<file path="config.mk">
export PLATFORM = sky130hd
export DESIGN_NAME = mips_bus_arbiter
export DESIGN_NICKNAME = d
export VERILOG_FILES = /design/src/rtl/mips_bus_pkg.sv /design/src/rtl/mips_rr_pick.sv /design/src/rtl/mips_bus_arbiter.sv
export SDC_FILE = /design/constraint.sdc
export NUM_CORES = 1
export LEC_CHECK = 0
export CORE_UTILIZATION = 46
export DETAILED_ROUTE_END_ITERATION = 10
export PLACE_DENSITY_LB_ADDON = 0.05
export SLEW_MARGIN = 0
export SYNTH_ARGS = -nofsm -noshare
export SYNTH_HDL_FRONTEND = slang
export SYNTH_SLANG_ARGS = --single-unit
</file>
<file path="constraint.sdc">
create_clock -name clk -period 3.92 [get_ports clk]
set_input_delay 0.392 -clock clk [delete_from_list [all_inputs] [get_ports clk]]
set_output_delay 0.392 -clock clk [all_outputs]
set_load 0.01 [all_outputs]
</file>
<file path="src/rtl/mips_bus_pkg.sv">
// Shared types for the two-master MIPS bus arbiter: FSM states, owner tags and the
// registered bus command (fields sized for buses up to 32 bits wide).
package mips_bus_pkg;

    localparam int BUS_ADDR_W = 32;
    localparam int BUS_DATA_W = 32;
    localparam int BUS_BE_W   = BUS_DATA_W / 8;

    localparam logic [31:0] RESET_VECTOR = 32'hBFC00000;

    typedef enum logic [1:0] {
        IDLE,
        ISSUE,
        RDWAIT,
        DONE
    } arb_state_t;

    typedef enum logic {
        M0 = 1'b0,
        M1 = 1'b1
    } owner_t;

    typedef struct packed {
        logic [BUS_ADDR_W-1:0] addr;
        logic [BUS_DATA_W-1:0] wdata;
        logic [BUS_BE_W-1:0]   be;
        logic                  is_write;
    } bus_cmd_t;

endpackage

</file>
<file path="src/rtl/mips_rr_pick.sv">
// Two-way round-robin picker: a lone requester wins, a tie goes to the master
// that was not granted last time.
module mips_rr_pick
    import mips_bus_pkg::*;
(
    input  logic [1:0] req,
    input  owner_t     last_owner,
    output owner_t     grant
);

    always_comb begin
        grant = M0;
        if (req == 2'b10) begin
            grant = M1;
        end else if (req == 2'b11) begin
            grant = (last_owner == M0) ? M1 : M0;
        end
    end

endmodule

</file>
<file path="src/rtl/mips_bus_arbiter.sv">
// Shares one Avalon-style slave bus between the fetch (m0) and load/store (m1) ports,
// one transaction at a time. Define MIPS_ARB_FIXED_PRIO_EN to give ties to m1 always.
module mips_bus_arbiter
    import mips_bus_pkg::*;
#(
    parameter int ADDR_W       = 32,
    parameter int DATA_W       = 32,
    parameter int READ_LATENCY = 1
) (
    input  logic                clk,
    input  logic                reset,

    input  logic [ADDR_W-1:0]   m0_address,
    input  logic                m0_read,
    input  logic                m0_write,
    input  logic [DATA_W-1:0]   m0_writedata,
    input  logic [DATA_W/8-1:0] m0_byteenable,
    output logic                m0_waitrequest,
    output logic [DATA_W-1:0]   m0_readdata,

    input  logic [ADDR_W-1:0]   m1_address,
    input  logic                m1_read,
    input  logic                m1_write,
    input  logic [DATA_W-1:0]   m1_writedata,
    input  logic [DATA_W/8-1:0] m1_byteenable,
    output logic                m1_waitrequest,
    output logic [DATA_W-1:0]   m1_readdata,

    output logic [ADDR_W-1:0]   s_address,
    output logic                s_read,
    output logic                s_write,
    output logic [DATA_W-1:0]   s_writedata,
    output logic [DATA_W/8-1:0] s_byteenable,
    input  logic                s_waitrequest,
    input  logic [DATA_W-1:0]   s_readdata
);

    localparam int         BE_W     = DATA_W / 8;
    localparam logic [2:0] LAT_INIT = 3'(READ_LATENCY - 1);

    arb_state_t state;
    bus_cmd_t   cmd;
    bus_cmd_t   sel_cmd;
    owner_t     owner;
    owner_t     grant;
    logic [2:0] rd_count;
    logic [1:0] req;

    assign req = {m1_read | m1_write, m0_read | m0_write};

`ifdef MIPS_ARB_FIXED_PRIO_EN
    assign grant = req[1] ? M1 : M0;
`else
    owner_t rr_last;

    mips_rr_pick u_pick (
        .req        (req),
        .last_owner (rr_last),
        .grant      (grant)
    );

    // Starts at M1 so that the first tie after reset goes to the fetch port.
    always_ff @(posedge clk) begin
        if (reset) begin
            rr_last <= M1;
        end else if (state == IDLE && req != 2'b00) begin
            rr_last <= grant;
        end
    end
`endif

    // A master raising read and write together is treated as a write.
    always_comb begin
        sel_cmd = '0;
        if (grant == M1) begin
            sel_cmd.addr     = BUS_ADDR_W'(m1_address);
            sel_cmd.wdata    = BUS_DATA_W'(m1_writedata);
            sel_cmd.be       = BUS_BE_W'(m1_byteenable);
            sel_cmd.is_write = m1_write;
        end else begin
            sel_cmd.addr     = BUS_ADDR_W'(m0_address);
            sel_cmd.wdata    = BUS_DATA_W'(m0_writedata);
            sel_cmd.be       = BUS_BE_W'(m0_byteenable);
            sel_cmd.is_write = m0_write;
        end
    end

    assign s_address    = ADDR_W'(cmd.addr);
    assign s_writedata  = DATA_W'(cmd.wdata);
    assign s_byteenable = BE_W'(cmd.be);

    always_ff @(posedge clk) begin
        if (reset) begin
            state          <= IDLE;
            cmd            <= '0;
            owner          <= M0;
            rd_count       <= '0;
            s_read         <= 1'b0;
            s_write        <= 1'b0;
            m0_waitrequest <= 1'b1;
            m1_waitrequest <= 1'b1;
            m0_readdata    <= '0;
            m1_readdata    <= '0;
        end else begin
            case (state)
                IDLE: begin
                    if (req != 2'b00) begin
                        cmd     <= sel_cmd;
                        owner   <= grant;
                        s_read  <= !sel_cmd.is_write;
                        s_write <= sel_cmd.is_write;
                        state   <= ISSUE;
                    end
                end
                ISSUE: begin
                    if (!s_waitrequest) begin
                        s_read  <= 1'b0;
                        s_write <= 1'b0;
                        if (cmd.is_write) begin
                            if (owner == M0) m0_waitrequest <= 1'b0;
                            else             m1_waitrequest <= 1'b0;
                            state <= DONE;
                        end else begin
                            rd_count <= LAT_INIT;
                            state    <= RDWAIT;
                        end
                    end
                end
                RDWAIT: begin
                    // Read data arrives READ_LATENCY cycles after the strobe was accepted.
                    if (rd_count == '0) begin
                        if (owner == M0) begin
                            m0_readdata    <= s_readdata;
                            m0_waitrequest <= 1'b0;
                        end else begin
                            m1_readdata    <= s_readdata;
                            m1_waitrequest <= 1'b0;
                        end
                        state <= DONE;
                    end else begin
                        rd_count <= rd_count - 3'd1;
                    end
                end
                DONE: begin
                    m0_waitrequest <= 1'b1;
                    m1_waitrequest <= 1'b1;
                    state          <= IDLE;
                end
            endcase
        end
    end

endmodule

</file>
# Word-level counts from Yosys, hierarchy flattened
# Index checks and enable logic that the tools add are counted.
dict set report totals {
  regBits 144
  input_bits 175
  out_inout_bits 136
  elab_cells 72
}
dict set report op_classes {
  n_addsub 1
  n_eq_ne 11
  n_mux 28
  bitwise 3
  reduce_logical 15
}
# cell n
set ops {}
lappend ops {{69-bit two-way mux} 1}
lappend ops {{1-bit two-way mux} 15}
lappend ops {{3-bit AND reduction} 4}
lappend ops {{2-bit inequality test (second input constant)} 5}
lappend ops {{3-bit two-way mux} 3}
lappend ops {{2-bit == test (second input constant)} 4}
lappend ops {{2-bit one-hot mux with 4 select lines} 1}
lappend ops {{4-bit AND reduction} 2}
lappend ops {{2-bit two-way mux} 3}
lappend ops {{1-bit one-hot mux with 3 select lines} 2}
lappend ops {{3-bit one-hot mux with 2 select lines} 1}
lappend ops {{2-bit nonzero test} 3}
lappend ops {{1-bit one-hot mux with 2 select lines} 2}
lappend ops {{3-bit zero test} 1}
lappend ops {{3-bit nonzero test} 1}
lappend ops {{3-bit by 1-bit subtractor with 3-bit output (second input constant)} 1}
lappend ops {{2-bit by 1-bit == test with 1-bit output (second input constant)} 1}
lappend ops {{2-bit zero test} 1}
lappend ops {{2-bit by 1-bit inequality test with 1-bit output (second input constant)} 1}
lappend ops {{1-bit bitwise OR} 2}
lappend ops {{2-bit AND reduction} 1}
lappend ops {{1-bit logical AND} 1}
lappend ops {{1-bit zero test} 1}
lappend ops {{1-bit NOT} 1}

# Longest topological paths before layout
# Gate-level depths: netlist (run 1).
dict set report depth {
  ltp_word 8
  depth_mapped 9
  ltp_nobuf 7
}

# Hierarchy
# Synthesis (run 1) repeated with hierarchy kept, for this count alone.
dict set report unflattened {
  hier_cells 732
  hier_area_um2 6757.7
}
# module instances cells_per_inst area_each_um2 seq_area_each_um2
set modules_own_cells {}
lappend modules_own_cells {mips_bus_arbiter 1 731 6746.5 2882.8}
lappend modules_own_cells {mips_rr_pick 1 1 11.3 0.0}

# Least setup slack after synthesis (run 1)
# No wires, ideal clock.
dict set report synth_timing {
  path_kind {reg2reg}
  startpoint {register state[0]}
  endpoint {register m0_waitrequest}
  setup_time_ps 122
  arrival_ps 1549
  required_time_ps 3798
  slack_ps 2249
  path_stages_with_launch 7
  n_path_buf 0
  synth_period_minus_slack_ps 1671
  cell_sequence {dfxtp_1 -> inv_1 -> ha_1 -> nor2b_1 -> a211oi_1 -> nand2b_1 -> a221o_1}
}
dict set report synth_via {
  elab_chain_cells 3
  elab_cells_between_ends 9
  classes_between {6 x eq/ne; 1 x mux; 2 x reduce/logical}
}
# item line
set synth_lines {}
lappend synth_lines {{start: declaration} mips_bus_arbiter.sv:41} ;# arb_state_t state;
lappend synth_lines {{start signal: assignment} mips_bus_arbiter.sv:94} ;# state <= IDLE;
lappend synth_lines {{start signal: assignment} mips_bus_arbiter.sv:112} ;# state <= ISSUE;
lappend synth_lines {{start signal: assignment} mips_bus_arbiter.sv:122} ;# state <= DONE;
lappend synth_lines {{2-bit == test / 2-bit by 1-bit == test with 1-bit output (equally long branches)} mips_bus_arbiter.sv:105} ;# case (state)
lappend synth_lines {{2-bit inequality test (no source line) / 3-bit nonzero test (equally long branches)} -}
lappend synth_lines {{4-bit AND reduction (no source line)} -}
lappend synth_lines {{end signal: assignment} mips_bus_arbiter.sv:100} ;# m0_waitrequest <= 1'b1;
lappend synth_lines {{end signal: assignment} mips_bus_arbiter.sv:120} ;# if (owner == M0) m0_waitrequest <= 1'b0;
lappend synth_lines {{end signal: assignment} mips_bus_arbiter.sv:134} ;# m0_waitrequest <= 1'b0;
lappend synth_lines {{end: declaration} mips_bus_arbiter.sv:18} ;# output logic m0_waitrequest,
# Parallel ways exist; a longest one is shown, timed or not.
# A chain may end at the register's enable or synchronous reset.

# Final worst setup path (run 1)
dict set report layout_timing {
  startpoint {input port m0_read}
  endpoint {register cmd (netlist bit s_address[26])}
}
dict set report layout_via {
  elab_chain_cells 5
  elab_cells_between_ends 8
  classes_between {2 x eq/ne; 3 x mux; 1 x bitwise; 2 x reduce/logical}
}
# item line
set layout_lines {}
lappend layout_lines {{start: declaration} mips_bus_arbiter.sv:14} ;# input logic m0_read,
lappend layout_lines {{1-bit bitwise OR *} mips_bus_arbiter.sv:49} ;# assign req = {m1_read | m1_write, m0_read | m0_write};
lappend layout_lines {{2-bit == test} mips_rr_pick.sv:15} ;# end else if (req == 2'b11) begin
lappend layout_lines {{1-bit two-way mux} mips_rr_pick.sv:15}
lappend layout_lines {{1-bit two-way mux} mips_rr_pick.sv:13} ;# if (req == 2'b10) begin
lappend layout_lines {{69-bit two-way mux} mips_bus_arbiter.sv:75} ;# if (grant == M1) begin
lappend layout_lines {{end signal: assignment} mips_bus_arbiter.sv:108} ;# cmd <= sel_cmd;
lappend layout_lines {{end: declaration} mips_bus_arbiter.sv:42} ;# bus_cmd_t cmd;
# Mark *: on every way between the ends. The rest lies on a longest branch, timed or not.

==> results of run 1 <==
## where the power goes
part | internal (W) | switching [W] | leakage, nW
sequential | 0.00189 | 0.000218 | 1.18
combinational | 0.00163 | 0.00189 | 2.18
clock | 0.000922 | 0.000659 | 0.280
## critical path: stages
cell	delay [ns]
clkdlybuf4s50_1	0.46
o21ai_0	0.29
and2_4	0.48
buf_4	0.39
a21oi_1	0.14
a211oi_2	0.21
## worst min path at each step
| stage | slack, ns | start | to | cells after the start |
|---|---|---|---|---|
| floorplan | 0.44 | rd_count[0]$_SDFFE_PP0P_ | rd_count[0]$_SDFFE_PP0P_ | 2 |
| CTS | 0.45 | m0_readdata[0]$_SDFFE_PP0P_ | m0_readdata[0]$_SDFFE_PP0P_ | 2 |
| global placement | 0.44 | m0_readdata[0]$_SDFFE_PP0P_ | m0_readdata[0]$_SDFFE_PP0P_ | 2 |
| global route | 0.47 | m0_readdata[25]$_SDFFE_PP0P_ | m0_readdata[25]$_SDFFE_PP0P_ | 2 |
| finish | 0.45 | m0_readdata[0]$_SDFFE_PP0P_ | m0_readdata[0]$_SDFFE_PP0P_ | 2 |
| detailed placement | 0.45 | m0_readdata[7]$_SDFFE_PP0P_ | m0_readdata[7]$_SDFFE_PP0P_ | 2 |
## placed cells by master, fill, tap and decap left out, types with 2 or more instances in the layout
| cell | count |
|---|---|
| nand2_1 | 202 |
| buf_4 | 9 |
| buf_12 | 2 |
| clkdlybuf4s50_1 | 309 |
| a221o_1 | 3 |
| o21ai_0 | 2 |
| a211oi_1 | 2 |
| inv_6 | 5 |
| clkinvlp_4 | 2 |
| ha_1 | 7 |
| a21oi_1 | 76 |
| inv_1 | 6 |
| clkbuf_8 | 2 |
| clkbuf_16 | 17 |
| dfxtp_1 | 144 |
| nor2_1 | 73 |
| clkinv_4 | 2 |
| a221oi_1 | 2 |
| mux2i_1 | 3 |
| a211oi_2 | 68 |
| nor2b_1 | 4 |
| nand2b_1 | 2 |
| a21oi_2 | 60 |
## per-stage QoR
step                worst slack (ns)  std cells
floorplan                      2.249        804
global placement               1.470       1179
detailed placement             1.448       1179
CTS                            1.899       1211
global route                   1.740       1211
finish                         1.882       1211
## kinds of logic after synthesis
family / Yosys count
AO/OA/AOI/OAI: 219
adder cells (fa/ha/maj): 7
buffers and inverters: 136
flip-flops: 144
multiplexers: 3
AND/OR/NAND/NOR: 295
## per-layer routing
metal | vias to the layer above | routed length [um] | track usage
li1 | 3044 | - | -
met1 | 2796 | 8177 | 0.3016
met2 | 211 | 9540 | 0.4302
met3 | 39 | 1515 | 0.08387
met4 | 0 | 607 | 0.1047
met5 | - | 0 | 0
## state kept, by name, indices dropped and copies added, names as in the netlist, 2 cells and up
register / flops
m0_readdata: 32
m1_readdata: 32
rd_count: 3
s_address: 32
s_byteenable: 4
s_writedata: 32
state: 2
## synthesized netlist by cell type, drive strengths merged
library cell,n,area [um2]
nand2b,2,12.51
inv,6,22.52
clkbuf,37,138.9
nor3,1,5.000
or2b,1,7.510
a21oi,136,905.9
dfxtp,144,2883
and3,1,6.260
o32a,1,10.01
and2,1,6.260
a21boi,1,7.510
buf,93,763.2
or2,2,12.52
o21ai,3,15.01
nor3b,1,7.510
a22o,1,8.760
nand3,1,5.000
a22oi,1,7.510
nor4,2,27.53
a211oi,70,865.8
nor2,74,277.8
a21o,1,7.510
nand3b,1,7.510
mux2i,3,30.03
ha,7,87.58
a221oi,2,17.52
nor2b,5,31.28
nand2,203,762.0
a221o,3,30.03
## cell type report
cell class                 count  area [um2]  share of cell area
timing repair buffer         321        3212              0.3178
multi-input combinational    524        3181              0.3147
sequential                   144        2883              0.2852
clock buffer                  20       456.7             0.04518
tap                          184       230.2             0.02278
clock inverter                12       122.6             0.01213
inverter                       6       22.52            0.002228
==> out/metrics.cfg, run 1 <==
[cells_and_area]
syn2layout_area_growth_pct = 45.03
drive_gt1_frac = 0.1733
nNetsFinal = 1196
final_core_util = 0.6902
design_area_mm2 = 0.01011
nFillCells = 1243
antenna_cells = 0

[job]
cap_violations = 0

[sta]
tightest_slew_ns = 0.8978
min_period_ns = 2.038
setup_violations = 0
rsz0062_at_grt = no
slew_viol_final = 0
whs_ns = 0.4526
fmax_ghz = 0.4906
finClkSkew_ns = 0.01405
period_share = 0.5200
finalSetupTns_ns = 0
maxSlewHeadroom = 0.4015
hold_violations = 0

[route]
drtIter0Drc = 347
wl_mm = 19.84
firstDrtPassIters = 8
wl_per_cell_um = 16.38
vias = 6090
drc = 46
vias_per_cell = 5.029
postRouteAntennaNets = 0

[run_status]
violations = design-rule violations
status = finished, violations left

[clock_tree]
h-tree-depth = 4
numCtsBuffers = 17
cts-root-buf = clkbuf_16
hold_buffers = 0
cts_tree = yes
cts.sinks = 144
clk_transition_reported_paths_ns = 0.07
cts_setup_buffers = 0
cts_buffer_depth = 2
cts_resized = 0
clk_latency_ns = 0.42

[placed_design]
post_dp_cell_area_mm2 = 0.009528
numPortBuffers = 310
gp_congestion = 0.7937
hpwlAfterDp_mm = 13.58

[power_and_ir_drop]
leakage_nw = 3.643
vdd_drop_max_uv = 524.4
total_power_w = 0.007213
powerDensity_mw_per_mm2 = 713.6

[floorplan]
die_x_um = 125.1
top_level_ports = 311
die_y_um = 125.1
start_util = 0.4759
coreArea_mm2 = 0.01464
rows = 44
die-area_mm2 = 0.01565

[global_route]
antenna_found_initial = 0
grt-ovfl-total = 0
grt_pass1_wl_mm = 31.81
grt_max_degree = 82
track_usage = 0.2564
grt_pass1_vias = 6034

[yosys]
synth_nets = 986
synth.avg_cell_area_um2 = 8.668
yosysWarnings = 0
synth_compound_area_frac = 0.2691
synthCells = 804
synthAdderAreaFrac = 0.01257
synthesis.area_mm2 = 0.006969
synth_xor_area_frac = 0
synth-seq-area-share = 0.4136
ys_ff_latch = 144
synth_simple_gate_area_share = 0.1677
synth_mux_area_frac = 0.004309
synth_top_family_by_area = compound AO/OA/AOI/OAI gates
yosys.cell_types.count = 38

[min_path]
min_path_type = reg -> reg

[setup_path]
worstSetupPathType = in -> reg
required_ns = 4.26
rrSetupSlack_ns = 2.01
crit_arrival_ns = 2.38
crit_path_start = m0_read
crit_end = s_address[26]$_SDFFE_PP0P_
cp-end-kind = flop
path_max_fanout = 23
r2r_end = m0_waitrequest$_SDFFE_PP1P_
r2r-start = state[0]$_SDFFE_PP0P_
r2r_cells = 6
critPathLaunchType = input pin

Power figures use the tool's default switching activity.
==> run 2: changes to the inputs <==
--- a/config.mk
+++ b/config.mk
@@ -5,7 +5,7 @@
 export SDC_FILE = /design/constraint.sdc
 export NUM_CORES = 1
 export LEC_CHECK = 0
-export CORE_UTILIZATION = 46
+export CORE_UTILIZATION = 38
 export DETAILED_ROUTE_END_ITERATION = 10
 export PLACE_DENSITY_LB_ADDON = 0.05
 export SLEW_MARGIN = 0
==> constraint.sdc (replaced) <==
create_clock -name clk -period 1.8 [get_ports clk]
set_input_delay 0.18 -clock clk [delete_from_list [all_inputs] [get_ports clk]]
set_output_delay 0.18 -clock clk [all_outputs]
set_load 0.01 [all_outputs]
==> run 2 against run 1 <==
Compared with the run above:
- the run now ends clean
- clock power is 130% higher
- first-iteration DRC count is 36% lower
- hold slack worse by 0.26 ns
- sequential power is 120% higher
- routed wire length is 3.5% higher
- core utilization is 10 points lower
- combinational power is 140% higher
- die area is 21% higher
- total power is 130% higher
- sequential share of layout area is 1.3 points lower
- critical path type is now reg -> reg
- highest routed layer unchanged
==> out/metrics.cfg, run 2 (synthesis gave the netlist of run 1 again) <==
[cells_and_area]
syn2layout_area_growth_pct = 51.81
nFillCells = 1627
nNetsFinal = 1222
final_cell_mix = 309 x clkdlybuf4s50_1, 202 x nand2_1, 144 x dfxtp_1
final_common_cell = clkdlybuf4s50_1
drive_gt1_frac = 0.1985
final_core_util = 0.5890
antenna_cells = 0
final_cells = 1282

[power_and_ir_drop]
total_power_w = 0.01673
leakage_nw = 3.852
p_switching_w = 0.006264
pwr-share-comb = 0.509
intPower_w = 0.01047
clock_power_share = 0.217
powerDensity_mw_per_mm2 = 1581
power.share.switching = 0.3744
vdd_drop_max_uv = 963.4
seqPwrFrac = 0.274

[setup_path]
worstSetupPathType = reg -> reg
critPathLaunchType = flop
required_ns = 2.11
crit_arrival_ns = 1.97
path_common_cell = ha_1
crit_chain = inv_1, ha_1, ha_1, nor2b_1, a211oi_2, buf_4, a221o_1
cp-end-kind = flop
cpMaxStageDelayCell = a221o_1
slowest_delay_ns = 0.33
path_max_fanout = 4

[floorplan]
top_level_ports = 311
die_y_um = 137.4
die-area_mm2 = 0.01889
die_x_um = 137.4
coreArea_mm2 = 0.01796
start_util = 0.3880
rows = 49

[global_route]
grt_pass1_vias = 5840
grt_pass1_wl_mm = 30.62
grt-ovfl-total = 0
track_usage = 0.2118
grt_max_degree = 54
antenna_found_initial = 0

[sta]
whs_ns = 0.1916
setup_violations = 0
rsz0062_at_grt = no
finalSetupTns_ns = 0
finClkSkew_ns = 0.01162
slew_viol_final = 0
period_share = 0.9236
tightest_slew_ns = 0.5113
maxSlewHeadroom = 0.6591
min_period_ns = 1.662
fmax_ghz = 0.6015
hold_violations = 0

[placed_design]
dp_cells = 1250
gp_congestion = 0.7757
numPortBuffers = 310
hpwlAfterDp_mm = 14.46

[clock_tree]
cts.sinks = 144
cts_buffer_depth = 2
cts_tree = yes
h-tree-depth = 4
hold_buffers = 0
cts-root-buf = clkbuf_16
numCtsBuffers = 17
clk_latency_ns = 0.42
clk_transition_reported_paths_ns = 0.07

[route]
drc = 0
postRouteAntennaNets = 0
vias = 6154
drtIter0Drc = 222
wl_per_cell_um = 16.02
firstDrtPassIters = 4
wl_mm = 20.54
vias_per_cell = 4.800

[job]
cap_violations = 0

[run_status]
status = completed

[min_path]
min_path_type = in -> reg

## run 2: cell count changes in the layout (fill, tap and decap cells not counted), sizes merged
| cell | previous run | this run |
|---|---|---|
| inv | 12 | 11 |
| bufinv | 1 | 2 |
| clkbuf | 20 | 19 |
| clkinv | 3 | 5 |
| buf | 12 | 38 |
| clkinvlp | 2 | 1 |
## run 2: what timing repair did
item	CTS	global route
resized for setup	0	5
endpoints found under the setup margin	0	53
buffers inserted	0	0
## run 2: area by class of cell
cell class,instances,area [um2],area share
flip-flops and latches,144,2883,0.2725
clock inverters,13,150.1,0.01419
clock buffers,19,452.9,0.04281
repair buffers,347,3595,0.3398
inverters,6,22.52,0.002129
multi-input cells,524,3191,0.3016
well taps,229,286.5,0.02708
## run 2: metrics by stage
| stage | area, um2 | worst slack [ns] |
|---|---|---|
| floorplan | 6969 | 0.1287 |
| global placement | 9967 | -0.007036 |
| detailed placement | 9967 | -0.01725 |
| CTS | 10570 | 0.02956 |
| global route | 10580 | 0.03707 |
| finish | 10580 | 0.1376 |
## run 2: worst max-delay path, delay by kind of cell, from the launching register on
family | cells | cell delay (ns)
AOI/OAI and AO/OA | 2 | 0.40
buffers and inverters | 2 | 0.22
DFF | 1 | 0.32
and+or+nand+nor | 1 | 0.21
adders and majority gates | 2 | 0.41
## run 2: power by group through the flow
stage | logic (W) | registers [W] | clock network [W]
6_report | 0.00851 | 0.00459 | 0.00363
5_1_grt | 0.00924 | 0.00470 | 0.00383
4_1_cts | 0.00859 | 0.00459 | 0.00369
3_5_place_dp | 0.00855 | 0.00466 | 0
3_3_place_gp | 0.00852 | 0.00463 | 0
2_1_floorplan | 0.00606 | 0.00465 | 0
## run 2: metal layers
layer  vias to the layer above  GRT usage  share of wire
met5                         -          0              0
met4                         0    0.07204          0.019
met3                        22    0.07984          0.094
met2                       192     0.3596           0.47
met1                      2842     0.2424           0.42
li1                       3098          -              -
## run 2: final timing paths
check	startpoint	slack [ns]	cells after the start	end
worst max-delay path	rd_count[0]$_SDFFE_PP0P_	0.14	7	m1_waitrequest$_SDFFE_PP1P_
worst min-delay path	reset	0.19	2	m0_readdata[3]$_SDFFE_PP0P_
worst max register to register	rd_count[0]$_SDFFE_PP0P_	0.14	7	m1_waitrequest$_SDFFE_PP1P_
worst min register to register	rd_count[0]$_SDFFE_PP0P_	0.45	2	rd_count[0]$_SDFFE_PP0P_
==> run 3: changes to the inputs <==
--- a/config.mk
+++ b/config.mk
@@ -8,7 +8,6 @@
 export CORE_UTILIZATION = 38
 export DETAILED_ROUTE_END_ITERATION = 10
 export PLACE_DENSITY_LB_ADDON = 0.05
-export SLEW_MARGIN = 0
 export SYNTH_ARGS = -nofsm -noshare
 export SYNTH_HDL_FRONTEND = slang
 export SYNTH_SLANG_ARGS = --single-unit
==> results of run 3 <==
The final DEF is identical to that of run 2; final timing and power are the same.
